<file path="src/rtl/alu_op_sequencer.sv">
// Initiator side of the ALU control interface: issues a one-hot op with operands, waits the settle time, captures Z.
// Optional result flags are built only when ALU_RESULT_FLAGS_EN is defined; otherwise zero_flag/neg_flag are tied 0.
module alu_op_sequencer #(
    parameter int BITS       = 32,
    parameter int MUL_CYCLES = 4,
    parameter int DIV_CYCLES = 8
) (
    input  logic              clock,
    input  logic              clear,
    input  logic              start,
    input  logic [3:0]        opcode,
    input  logic [BITS-1:0]   a_in,
    input  logic [BITS-1:0]   b_in,
    output logic [11:0]       ctrl_signal,
    output logic [BITS-1:0]   X,
    output logic [BITS-1:0]   Y,
    input  logic [2*BITS-1:0] operationResult,
    output logic [BITS-1:0]   z_lo,
    output logic [BITS-1:0]   z_hi,
    output logic              busy,
    output logic              done,
    output logic              illegal_op,
    output logic              zero_flag,
    output logic              neg_flag
);

    localparam int MAX_CYCLES = (MUL_CYCLES > DIV_CYCLES) ? MUL_CYCLES : DIV_CYCLES;
    localparam int CNT_W      = (MAX_CYCLES < 2) ? 1 : $clog2(MAX_CYCLES + 1);

    typedef enum logic [1:0] {
        IDLE = 2'd0,
        EXEC = 2'd1,
        DONE = 2'd2
    } state_t;

    state_t           state;
    logic [CNT_W-1:0] count;
    logic [CNT_W-1:0] count_load;
    logic             capture;
    logic             wide_op;

    // Multiply and divide produce a full double-width result; everything else only uses the low half.
    assign wide_op = ctrl_signal[2] | ctrl_signal[3];
    assign capture = (state == EXEC) && (count == CNT_W'(1));

    always_comb begin
        count_load = CNT_W'(1);
        if (opcode == 4'd2)
            count_load = CNT_W'(MUL_CYCLES);
        else if (opcode == 4'd3)
            count_load = CNT_W'(DIV_CYCLES);
    end

    // NOTE: every register below is updated with <= so all state advances together on the edge.
    always_ff @(posedge clock or posedge clear) begin
        if (clear) begin
            state       <= IDLE;
            count       <= '0;
            ctrl_signal <= '0;
            X           <= '0;
            Y           <= '0;
            z_lo        <= '0;
            z_hi        <= '0;
            busy        <= 1'b0;
            done        <= 1'b0;
            illegal_op  <= 1'b0;
        end else begin
            done       <= 1'b0;
            illegal_op <= 1'b0;
            case (state)
                IDLE: begin
                    if (start) begin
                        busy <= 1'b1;
                        if (opcode <= 4'd11) begin
                            X           <= a_in;
                            Y           <= b_in;
                            ctrl_signal <= 12'd1 << opcode;
                            count       <= count_load;
                            state       <= EXEC;
                        end else begin
                            // Illegal opcodes never drive the ALU and leave Z untouched.
                            illegal_op <= 1'b1;
                            done       <= 1'b1;
                            state      <= DONE;
                        end
                    end
                end
                EXEC: begin
                    count <= count - CNT_W'(1);
                    if (capture) begin
                        z_lo        <= operationResult[BITS-1:0];
                        z_hi        <= wide_op ? operationResult[2*BITS-1:BITS] : '0;
                        ctrl_signal <= '0;
                        done        <= 1'b1;
                        state       <= DONE;
                    end
                end
                DONE: begin
                    busy  <= 1'b0;
                    state <= IDLE;
                end
                default: begin
                    busy        <= 1'b0;
                    ctrl_signal <= '0;
                    state       <= IDLE;
                end
            endcase
        end
    end

`ifdef ALU_RESULT_FLAGS_EN
    always_ff @(posedge clock or posedge clear) begin
        if (clear) begin
            zero_flag <= 1'b0;
            neg_flag  <= 1'b0;
        end else if (capture) begin
            zero_flag <= wide_op ? (operationResult == '0) : (operationResult[BITS-1:0] == '0);
            neg_flag  <= wide_op ? operationResult[2*BITS-1] : operationResult[BITS-1];
        end
    end
`else
    assign zero_flag = 1'b0;
    assign neg_flag  = 1'b0;
`endif

endmodule

</file>
<file path="config.mk">
export PLATFORM = sky130hd
export DESIGN_NAME = alu_op_sequencer
export DESIGN_NICKNAME = d
export VERILOG_FILES = /design/src/rtl/alu_op_sequencer.sv
export SDC_FILE = /design/constraint.sdc
export NUM_CORES = 1
export LEC_CHECK = 0
export ABC_AREA = 1
export CORE_MARGIN = 2
export CORE_UTILIZATION = 46
export CTS_BUF_LIST = sky130_fd_sc_hd__clkbuf_2 sky130_fd_sc_hd__clkbuf_4 sky130_fd_sc_hd__clkbuf_8
export CTS_CLUSTER_SIZE = 10
export DETAILED_ROUTE_END_ITERATION = 7
export PLACE_DENSITY_LB_ADDON = 0.08
export SLEW_MARGIN = 10
export SYNTH_ARGS = -nofsm -noshare
export SYNTH_HDL_FRONTEND = slang
export SYNTH_SLANG_ARGS = --single-unit
</file>
<file path="constraint.sdc">
create_clock -name clock -period 13.2 [get_ports clock]
set_input_delay 2.64 -clock clock [delete_from_list [all_inputs] [get_ports clock]]
set_output_delay 2.64 -clock clock [all_outputs]
set_load 0.005 [all_outputs]
</file>
==> results of run 1 <==
[worst min-delay path: cells and delay by family (launching register included)]
family	cells	cell delay, ns
flops	1	0.34
simple gates	2	0.10
[logic make-up after synthesis]
logic type	synth area share, %
fa+ha+maj	0.415
xor+xnor	0.145
other cells	0.0621
compound gates	6.82
buf+inv	8.92
flops	61.8
simple gates	21.9
[synth_stat cells]
master	number
nand2_1	267
buf_2	16
a21oi_1	1
nand4_1	1
nor3_1	2
buf_6	9
xnor2_1	1
inv_2	3
nor2_4	2
clkbuf_1	5
conb_1	1
nand3_2	1
dfrtp_1	149
nor2_2	1
o21ai_1	71
nor2_1	10
ha_1	2
nand3b_1	1
inv_1	75
nand3_1	42
o22ai_1	1
buf_4	6
or2_2	1
o21ai_0	9
[flip-flops by register name, indices dropped and copies added (netlist names)]
name / cells
X: 32
Y: 32
z_hi: 32
z_lo: 32
ctrl_signal: 12
count: 4
state: 2
busy: 1
done: 1
illegal_op: 1
[area by class of cell]
cell class | count | area [um^2] | share of cell area (%)
multi-input combinational | 415 | 1780 | 19.4
inverter | 78 | 298 | 3.23
tap | 172 | 215 | 2.34
timing repair buffer | 280 | 2800 | 30.3
clock buffer | 27 | 353 | 3.83
clock inverter | 3 | 40.0 | 0.435
sequential | 149 | 3730 | 40.5
[metrics by stage]
stage | utilization [%] | cell area (um^2) | power [mW]
floorplan | - | 6040 | 1.13
global placement | 69.3 | 8820 | 1.61
detailed placement | 69.3 | 8820 | 1.65
CTS | 72.4 | 9210 | 2.00
global route | 72.4 | 9210 | 2.13
finish | 72.4 | 9210 | 1.98
[metal layers]
layer	track usage, %	part of all wire [%]	up-vias
li1	-	-	2604
met5	0	0	-
met4	11.3	3.5	0
met1	27.6	39	2435
met2	40.7	49	222
met3	9.70	9.2	37
[power breakdown]
part	leakage [nW]	switching (mW)	internal, mW
Combinational	2.43	0.379	0.477
Sequential	1.90	0.119	0.663
Clock	0.208	0.155	0.188
Total	4.54	0.653	1.33
[final timing paths]
check                          start       end  slack (ns)  cells past startpoint
setup / recovery           opcode[2]      X[8]        8.82                      6
hold / removal               z_lo[4]   z_lo[4]        0.47                      2
setup reg to reg            count[0]  state[1]       11.18                      5
hold reg to reg              z_lo[4]   z_lo[4]        0.47                      2
max in group asynchronous      clear   z_lo[2]        9.09                      3
min in group asynchronous      clear     X[20]        2.65                      2
==> results.yml, run 1 <==
floorplan:
  core_um2: 12700
  die_w_um: 119
  pin_count: 280
  row_count: 41
  die_h_um: 119
  die_area_um2: 14100
  start_util_pct: 47.4
route:
  vias: 5298
  drcViolationCount: 0
  vias_per_cell: 4.71
  wl_mm: 16.6
  drtAntennaViolNets: 0
  drtPass1Iterations: 5
  wl_per_cell_um: 14.7
  first_iter_violations: 263
setup_path:
  cp-start-kind: "input port"
  cp.arrival_ns: 4.73
  worst-path-buf-inv: 2
  crit_family: "buffers and inverters"
  max_stage_delay_ns: 0.73
  cp_max_fo: 96
  crit_path_frequent_cell: "nand2_1"
  criticalPathCategory: "input port to flop"
  path_cells: "clkdlybuf4s50_1 -> nand2_1 -> nand3_4 -> buf_4 -> nand2_1 -> o21ai_1"
  endpoint_kind: "flop"
  critical_path_required_ns: 13.55
  critPathSlowestCell: "buf_4"
worst_hold_path:
  hp-class: "flop to flop"
placement:
  gp_congestion: 0.787
  place_hpwl_mm: 12.0
  pre_cts_slack_ns: 8.42
  port_buffers: 277
  placed_cells: 1094
sta:
  fin_setup_tns_ns: 0
  clock_skew_ns: 0.00591
  hold_viol_final: 0
  rsz0062_at_grt: "false"
  fin_ws_ns: 8.82
  fmax_mhz: 229
  relSlewSlack_pct: 28.9
  drv_slew: 0
  setup_viol: 0
  fin_crit_sh_pct: 33.2
  worstMarginPinSlew_ns: 1.07
  whs_ns: 0.469
  finalCriticalPeriod_ns: 4.38
clock_network:
  cts_max_path_buffers: 2
  post_cts_resized: 0
  htree_levels: 4
  cts_root_buf: "clkbuf_8"
  cts.reportedPaths.clkPinSlew_ns: 0.07
  clock-sinks: 149
  post_cts_buffers: 0
  holdBufCountCts: 0
  clk_latency_ns: 0.44
  cts_tree: "done"
  numCtsBuffers: 17
power_and_ir_drop:
  power.leakage_nw: 4.54
  power.density_nw_per_um2: 215
  max-vdd-ir-drop_v: 0.000127
status:
  status: "completed"
final_layout:
  fillers: 968
  fin_nets: 1078
  final_common_cell: "clkdlybuf4s50_1"
  final_cell_mix: "clkdlybuf4s50_1 (277), nand2_1 (267), dfrtp_1 (149)"
  syn_to_final_growth_pct: 52.7
  n_antenna_cell: 0
  drive_gt1_share_pct: 4.52
  layoutNonFillerInstCount: 1124
synthesis:
  syn_area_um2: 6030
  yosysTopAreaCell: "dfrtp_1"
  ys_seq_area_share_pct: 61.8
  postSynthCellCount: 677
  ys_ff_latch: 149
  netlist_top_cells_area: "dfrtp_1 (62%), nand2_1 (17%), o21ai_1 (5.9%), inv_1 (4.7%), nand3_1 (3.5%)"
  synth_cell_types: 24
  yosysWarnings: 0
  synth_top_area_share_pct: 61.8
  synth_area_per_cell_um2: 8.91
global_routing:
  grtUsageTotal_pct: 24.5
  grt_start_max_net_pins: 97
  antenna_found_initial: 0
  grt_pass1_vias: 5429
  grt_first_pass_wirelength_mm: 27.2
  grt-ovfl-total: 0
job:
  cap_violations: 0
No activity file was read; power rests on OpenSTA's default activity.
==> run 2: changes to the inputs <==
--- a/config.mk
+++ b/config.mk
@@ -7,7 +7,7 @@
 export LEC_CHECK = 0
 export ABC_AREA = 1
 export CORE_MARGIN = 2
-export CORE_UTILIZATION = 46
+export CORE_UTILIZATION = 43
 export CTS_BUF_LIST = sky130_fd_sc_hd__clkbuf_2 sky130_fd_sc_hd__clkbuf_4 sky130_fd_sc_hd__clkbuf_8
 export CTS_CLUSTER_SIZE = 10
 export DETAILED_ROUTE_END_ITERATION = 7
==> constraint.sdc (replaced) <==
create_clock -name clock -period 4.17 [get_ports clock]
set_input_delay 0.834 -clock clock [delete_from_list [all_inputs] [get_ports clock]]
set_output_delay 0.834 -clock clock [all_outputs]
set_load 0.005 [all_outputs]
==> run 2 against run 1 <==
Effect of this change: combinational power rose to 3.1 times the previous value; wire length down 2.6%; highest routed layer unchanged; clock power rose to 3.3 times the previous value.
==> results.yml, run 2 (synthesis results as in run 1) <==
global_routing:
  grt_first_pass_wirelength_mm: 25.0
  grt_start_max_net_pins: 72
  grt-ovfl-total: 0
  grtUsageTotal_pct: 21.6
  grt_pass1_vias: 5230
  antenna_found_initial: 0
final_layout:
  fin_nets: 1080
  syn_to_final_growth_pct: 53.8
  drive_gt1_share_pct: 4.92
  fillers: 1137
  regArea_um2: 3730
  n_antenna_cell: 0
  final_cell_mix: "clkdlybuf4s50_1 (277), nand2_1 (267), dfrtp_1 (149)"
  multi_input_area_um2: 1780
  layoutNonFillerInstCount: 1136
  final_common_cell: "clkdlybuf4s50_1"
clock_network:
  post_cts_resized: 0
  clk_latency_ns: 0.43
  numCtsBuffers: 17
  holdBufCountCts: 0
  cts_root_buf: "clkbuf_8"
  post_cts_buffers: 0
  cts_tree: "done"
  htree_levels: 4
  cts_max_path_buffers: 2
  clock-sinks: 149
  cts.reportedPaths.clkPinSlew_ns: 0.07
setup_path:
  cp-startpoint: "opcode[2]"
  endpoint_kind: "flop"
  cp.arrival_ns: 2.72
  crit_path_frequent_cell: "nand2_1"
  crit_family: "buffers and inverters"
  critPathSlowestCell: "nand3_4"
  path_cells: "clkdlybuf4s50_1 -> nand2_1 -> nand3_4 -> buf_4 -> nand2_1 -> o21ai_1"
  critical_path.endpoint: "Y[20]"
  worst-path-buf-inv: 2
  critical_path_required_ns: 4.48
  cp-start-kind: "input port"
  cp.depth: 6
  max_stage_delay_ns: 0.54
  rr_startpoint: "state[1]"
  r2r_end: "Y[20]"
  cp_max_fo: 71
  criticalPathCategory: "input port to flop"
  reg2reg_depth: 5
  reg2reg_slack_ns: 2.10
route:
  drtPass1Iterations: 5
  vias_per_cell: 4.62
  drcViolationCount: 0
  vias: 5250
  drtAntennaViolNets: 0
  first_iter_violations: 305
  wl_mm: 16.1
  wl_per_cell_um: 14.2
sta:
  fmax_mhz: 416
  rsz0062_at_grt: "false"
  setup_viol: 0
  fin_crit_sh_pct: 57.7
  whs_ns: 0.472
  relSlewSlack_pct: 27.1
  clock_skew_ns: 0.0143
  worstMarginPinSlew_ns: 1.09
  finalCriticalPeriod_ns: 2.40
  fin_setup_tns_ns: 0
  drv_slew: 0
  hold_viol_final: 0
  fin_ws_ns: 1.77
power_and_ir_drop:
  power.density_nw_per_um2: 679
  power.leakage_nw: 4.56
  total_power_mw: 6.30
  max-vdd-ir-drop_v: 0.000370
floorplan:
  row_count: 43
  die_area_um2: 15000
  start_util_pct: 43.8
  core_um2: 13800
  die_h_um: 122
  pin_count: 280
  die_w_um: 122
placement:
  placed_cells: 1104
  port_buffers: 277
  gp_congestion: 0.806
  pre_cts_slack_ns: 1.32
  place_hpwl_mm: 11.7
worst_hold_path:
  hp-class: "flop to flop"
  hp-start: "z_lo[1]"
status:
  status: "completed"
job:
  cap_violations: 0
run 2: area by class of cell:
| class | count | area share, % |
|---|---|---|
| Clock buffer | 24 | 3.42 |
| Clock inverter | 8 | 1.04 |
| Inverter | 78 | 3.19 |
| Multi-Input combinational cell | 415 | 19.2 |
| Sequential cell | 149 | 40.2 |
| Tap cell | 180 | 2.43 |
| Timing Repair Buffer | 282 | 30.5 |
run 2: how the worst min path moves through the flow:
stage / depth (start not counted) / endpoint / slack (ns)
6_report: 2 / z_lo[1] / 0.47
5_1_grt: 2 / z_lo[11] / 0.48
4_1_cts: 2 / z_lo[1] / 0.48
3_5_place_dp: 2 / z_lo[1] / 0.46
3_3_place_gp: 2 / z_lo[30] / 0.45
2_1_floorplan: 2 / z_lo[0] / 0.46
run 2: layer usage:
| layer | track usage, % | wire length [um] | vias to the layer above | share of wire (%) |
|---|---|---|---|---|
| met3 | 8.74 | 1650 | 24 | 10 |
| met1 | 24.7 | 6440 | 2409 | 40 |
| met4 | 9.48 | 416 | 0 | 2.6 |
| li1 | - | - | 2605 | - |
| met2 | 35.6 | 7640 | 212 | 47 |
| met5 | 0 | 0 | - | 0 |
run 2: metrics by stage:
stage,utilization [%],instance area [um^2]
2_1_floorplan,-,6040
3_3_place_gp,64.4,8870
3_5_place_dp,64.4,8870
4_1_cts,67.4,9280
5_1_grt,67.4,9280
6_report,67.4,9280
run 2: power by group:
group / switching, mW / internal [mW]
combinational: 1.18 / 1.51
sequential: 0.380 / 2.10
clock: 0.509 / 0.623
total: 2.07 / 4.24
run 2: worst min-delay path, delay by kind of cell, from the launching register on:
kind / cells / cell delay [ns]
flops: 1 / 0.35
simple gates: 2 / 0.10
